File: src/rtl/pong_uart_pkg.sv
// rtl/pong_uart_pkg.sv - shared UART transmitter states, line constants and parity helper
package pong_uart_pkg;

  typedef enum logic [2:0] {
    IDLE,
    START,
    DATA,
    PARITY,
    STOP,
    DONE,
    GUARD
  } tx_state_t;

  localparam logic UART_IDLE_LEVEL = 1'b1;
  localparam int   DATA_BITS       = 8;

  function automatic logic even_parity(input logic [DATA_BITS-1:0] value);
    return ^value;
  endfunction

endpackage

File: src/rtl/uart_bit_timer.sv
// rtl/uart_bit_timer.sv - bit-period counter; bit_tick marks the last cycle of each serial bit
module uart_bit_timer #(
  parameter int CLKS_PER_BIT = 434
) (
  input  logic clock,
  input  logic reset,
  input  logic clear,
  output logic bit_tick
);

  localparam int               WIDTH = (CLKS_PER_BIT > 1) ? $clog2(CLKS_PER_BIT) : 1;
  localparam logic [WIDTH-1:0] LAST  = WIDTH'(CLKS_PER_BIT - 1);

  logic [WIDTH-1:0] count;

  // clear takes priority so every state change starts a fresh, full bit period
  always_ff @(posedge clock) begin
    if (reset || clear || bit_tick) begin
      count <= '0;
    end else begin
      count <= count + WIDTH'(1);
    end
  end

  assign bit_tick = (count == LAST);

endmodule

File: src/rtl/uart_byte_tx.sv
// rtl/uart_byte_tx.sv - UART byte transmitter (8N1, LSB first) with post-byte guard window.
// Define UART_TX_PARITY_EN to insert an even-parity bit after the data bits.
module uart_byte_tx #(
  parameter int CLKS_PER_BIT = 434,
  parameter int GUARD_CYCLES = 8
) (
  input  logic       clock,
  input  logic       reset,
  input  logic [7:0] din,
  input  logic       din_valid,
  output logic       done,
  output logic       tx,
  output logic       busy
);

  import pong_uart_pkg::*;

  localparam int                GUARD_W    = $clog2(GUARD_CYCLES);
  localparam logic [GUARD_W-1:0] GUARD_LAST = GUARD_W'(GUARD_CYCLES - 1);
  localparam int                IDX_W      = $clog2(DATA_BITS);
  localparam logic [IDX_W-1:0]  IDX_LAST   = IDX_W'(DATA_BITS - 1);

  tx_state_t              state;
  tx_state_t              state_next;
  logic [DATA_BITS-1:0]   shift;
  logic [IDX_W-1:0]       bit_idx;
  logic [GUARD_W-1:0]     guard_cnt;
  logic                   bit_tick;
  logic                   timer_clear;
  logic                   accept;

  assign accept      = (state == IDLE) && din_valid;
  assign timer_clear = (state_next != state);
  assign busy        = (state != IDLE);

  uart_bit_timer #(
    .CLKS_PER_BIT(CLKS_PER_BIT)
  ) u_bit_timer (
    .clock   (clock),
    .reset   (reset),
    .clear   (timer_clear),
    .bit_tick(bit_tick)
  );

`ifdef UART_TX_PARITY_EN
  logic parity_bit;

  always_ff @(posedge clock) begin
    if (reset) begin
      parity_bit <= 1'b0;
    end else if (accept) begin
      parity_bit <= even_parity(din);
    end
  end
`endif

  always_ff @(posedge clock) begin
    if (reset) begin
      state <= IDLE;
    end else begin
      state <= state_next;
    end
  end

  always_comb begin
    state_next = state;
    tx         = UART_IDLE_LEVEL;
    done       = 1'b0;
    case (state)
      IDLE: begin
        if (din_valid) state_next = START;
      end
      START: begin
        tx = 1'b0;
        if (bit_tick) state_next = DATA;
      end
      DATA: begin
        tx = shift[0];
        if (bit_tick && (bit_idx == IDX_LAST)) begin
`ifdef UART_TX_PARITY_EN
          state_next = PARITY;
`else
          state_next = STOP;
`endif
        end
      end
`ifdef UART_TX_PARITY_EN
      PARITY: begin
        tx = parity_bit;
        if (bit_tick) state_next = STOP;
      end
`endif
      STOP: begin
        if (bit_tick) state_next = DONE;
      end
      DONE: begin
        done       = 1'b1;
        state_next = GUARD;
      end
      GUARD: begin
        // drawer's dataout is stale for a few cycles after done; din_valid ignored here
        if (guard_cnt == GUARD_LAST) state_next = IDLE;
      end
      default: state_next = IDLE;
    endcase
  end

  always_ff @(posedge clock) begin
    if (reset) begin
      shift   <= '0;
      bit_idx <= '0;
    end else if (accept) begin
      shift   <= din;
      bit_idx <= '0;
    end else if ((state == DATA) && bit_tick) begin
      shift <= shift >> 1;
      if (bit_idx != IDX_LAST) bit_idx <= bit_idx + IDX_W'(1);
    end
  end

  always_ff @(posedge clock) begin
    if (reset || (state != GUARD)) begin
      guard_cnt <= '0;
    end else begin
      guard_cnt <= guard_cnt + GUARD_W'(1);
    end
  end

endmodule

File: config.mk
export PLATFORM = sky130hd
export DESIGN_NAME = uart_byte_tx
export DESIGN_NICKNAME = d
export VERILOG_FILES = /design/src/rtl/pong_uart_pkg.sv /design/src/rtl/uart_bit_timer.sv /design/src/rtl/uart_byte_tx.sv
export SDC_FILE = /design/constraint.sdc
export NUM_CORES = 1
export LEC_CHECK = 0
export BUFFER_PORTS_ARGS = -buffer_cell sky130_fd_sc_hd__buf_4
export CORE_UTILIZATION = 50
export DETAILED_ROUTE_END_ITERATION = 8
export PLACE_DENSITY = 0.7
export SLEW_MARGIN = 20
export SYNTH_ARGS = -nofsm -noshare
export SYNTH_HDL_FRONTEND = slang
export SYNTH_SLANG_ARGS = --single-unit
File: constraint.sdc
create_clock -name clock -period 2.2 [get_ports clock]
set_input_delay 0.11 -clock clock [delete_from_list [all_inputs] [get_ports clock]]
set_output_delay 0.11 -clock clock [all_outputs]
set_load 0.01 [all_outputs]
==> impl_metrics.toml <==
[synth]
synth_top_area_share_pct = 41.3
synth_area_per_cell_um2 = 9.06
yosys.area.top_type = "dfxtp_1"
synth_warnings = 0
synth_area_um2 = 1260
syn_nets = 156
synth_cell_types = 36
synth_area_leaders = "dfxtp_1, ha_1, nand2_1, a311oi_1, nor2_1"
seq_area_frac_synth_pct = 41.3
synth_cells = 139
synth_seq_cells = 26

[timing]
tightest_slew_ps = 479
finClkSkew_ps = 9.03
slew-limit-headroom_pct = 68.1
rsz0062_at_grt = "false"
slew_viol_final = 0
fin_tns_setup_ps = 0
setup_violations = 0
clock.fmax_mhz = 542
min_period_ps = 1850
fin_crit_sh_pct = 83.9
finalHoldViolations = 0

[final_layout]
postLayoutCellArea_um2 = 1410
final_cell_mix = "dfxtp_1, nand2_1, nor2_1"
fillers = 203
multi_input_area_um2 = 696
regArea_um2 = 520
final_cells = 180
nNetsFinal = 170
final_common_cell = "dfxtp_1"
num_antenna_cells = 0
drive_gt1_share_pct = 17.8
syn_to_final_growth_pct = 11.7

[global_route]
grt_pass1_wl_um = 3800
antenna_found_initial = 0
grt_pass1_vias = 893
grt.total_usage_pct = 18.8
grt_start_max_net_pins = 16
grt-ovfl-total = 0

[pwr]
power.density_nw_per_um2 = 582
power.leakage_nw = 0.546
peakVddDrop_mv = 0.412

[critical_path]
arrival_ps = 2060
path_max_fanout = 10
path_cells = "or3b_4, or3_4, nand2_2, a311oi_1"
critPathLaunchType = "flop"
critPathRequiredTime_ps = 2410
critPathMaxStageDelay_ps = 550
end_kind = "flop"
crit_type = "flop to flop"
crit_slowest_cell = "dfxtp_1"

[placement]
dp_cells = 176
globalplace.congestion = 0.767
hpwlAfterDp_um = 1580
place_area_um2 = 1370
port_buffers = 13

[clock_network]
worst_skew_pair.late_latency_ps = 320
cts_buffer_depth = 2
cts_root_buf = "clkbuf_4"
cts_resized = 0
cts_buffers = 3
holdBufCountCts = 0
post-cts-setup-buffers = 0
cts_tree = "done"
cts.sinks = 26
path_clk_slew_ps = 140
htreeDepth = 1

[floorplanning]
die_h_um = 52.2
io_pins = 14
die_area_um2 = 2720
start_util_pct = 54.8
row_count = 17
coreArea_um2 = 2300
fp.dieW_um = 52.2

[routing]
wl_per_cell_um = 12.0
firstDrtPassIters = 4
drtAntennaViolNets = 0
vias = 1001
viasPerCell = 5.56
drc = 0
routed_wl_um = 2160
drtIter0Drc = 13

[run]
max_cap_viol_count = 0

[min_path]
hold_path.class = "input port to flop"

[run_status]
outcome = "completed"
-- path summary, 6_finish.rpt --
| kind | startpoint | end | slack (ps) | cells after the start |
|---|---|---|---|---|
| setup / recovery | state[1]$_SDFF_PP0_ | shift[3]$_SDFFE_PP0P_ | 350 | 4 |
| hold / removal | din[7] | shift[7]$_SDFFE_PP0P_ | 30 | 3 |
| setup reg to reg | state[1]$_SDFF_PP0_ | shift[3]$_SDFFE_PP0P_ | 350 | 4 |
| hold reg to reg | guard_cnt[0]$_SDFF_PP0_ | guard_cnt[0]$_SDFF_PP0_ | 440 | 1 |
-- cells in the mapped netlist, drive strengths merged --
library cell	count
dfxtp	26
nand2	21
nor2	16
nor3	10
a311oi	7
a21oi	6
ha	6
and2	4
buf	4
o21ai	4
xnor2	4
xor2	4
nand3	3
nor4	3
or3	3
and4	2
clkbuf	2
inv	2
mux2	2
a21o	1
a22oi	1
a32oi	1
nand3b	1
nand4	1
nand4b	1
nand4bb	1
nor4b	1
or2	1
or3b	1
-- logic make-up after synthesis --
family | count (synthesis) | synth area share [%]
AND/OR/NAND/NOR | 69 | 31.2
flip-flops | 26 | 41.3
AO/OA/AOI/OAI | 20 | 10.7
adder cells (fa/ha/maj) | 6 | 5.96
XOR/XNOR | 8 | 5.56
multiplexers | 2 | 1.79
buffers and inverters | 8 | 3.48
-- registers in the layout, indices dropped and copies added (netlist names) --
register / count
u_bit_timer.count: 9
shift: 8
bit_idx: 3
guard_cnt: 3
state: 3
-- power breakdown --
| group | internal (mW) | switching, mW | total [mW] |
|---|---|---|---|
| Sequential | 0.487 | 0.0140 | 0.501 |
| Combinational | 0.0397 | 0.0399 | 0.0797 |
| Clock | 0.101 | 0.138 | 0.239 |
-- area by class of cell --
class / count / share of cell area [%]
clock buffers: 4 / 2.58
inverters: 2 / 0.533
multi-input cells: 105 / 49.4
flip-flops and latches: 26 / 37.0
well taps: 28 / 2.49
repair buffers: 15 / 8.00
-- stage by stage --
| step | total power, mW | hold WS, ps | util, % | worst slack (ps) |
|---|---|---|---|---|
| after floorplan | 0.560 | 187 | - | 554 |
| after global placement | 0.589 | 375 | 59.7 | 424 |
| after detailed placement | 0.591 | 387 | 59.7 | 381 |
| after CTS | 0.829 | 22.6 | 61.3 | 356 |
| after global routing | 0.854 | 49.0 | 61.3 | 244 |
| final | 0.819 | 29.6 | 61.3 | 354 |
-- worst max-delay path: cells and delay by family (launching register included) --
kind	cells	cell delay (ps)
AND/OR/NAND/NOR	3	1070
flip-flops	1	550
AO/OA/AOI/OAI	1	120
-- per-layer routing --
layer	part of all wire, %	track usage [%]	vias to the layer above	wire length, um
met5	0	0	-	0
met3	2.9	2.90	4	63
li1	-	-	524	-
met2	43	28.0	15	938
met1	52	26.1	458	1130
met4	1.5	9.65	0	33
(Power assumes the default switching activity.)
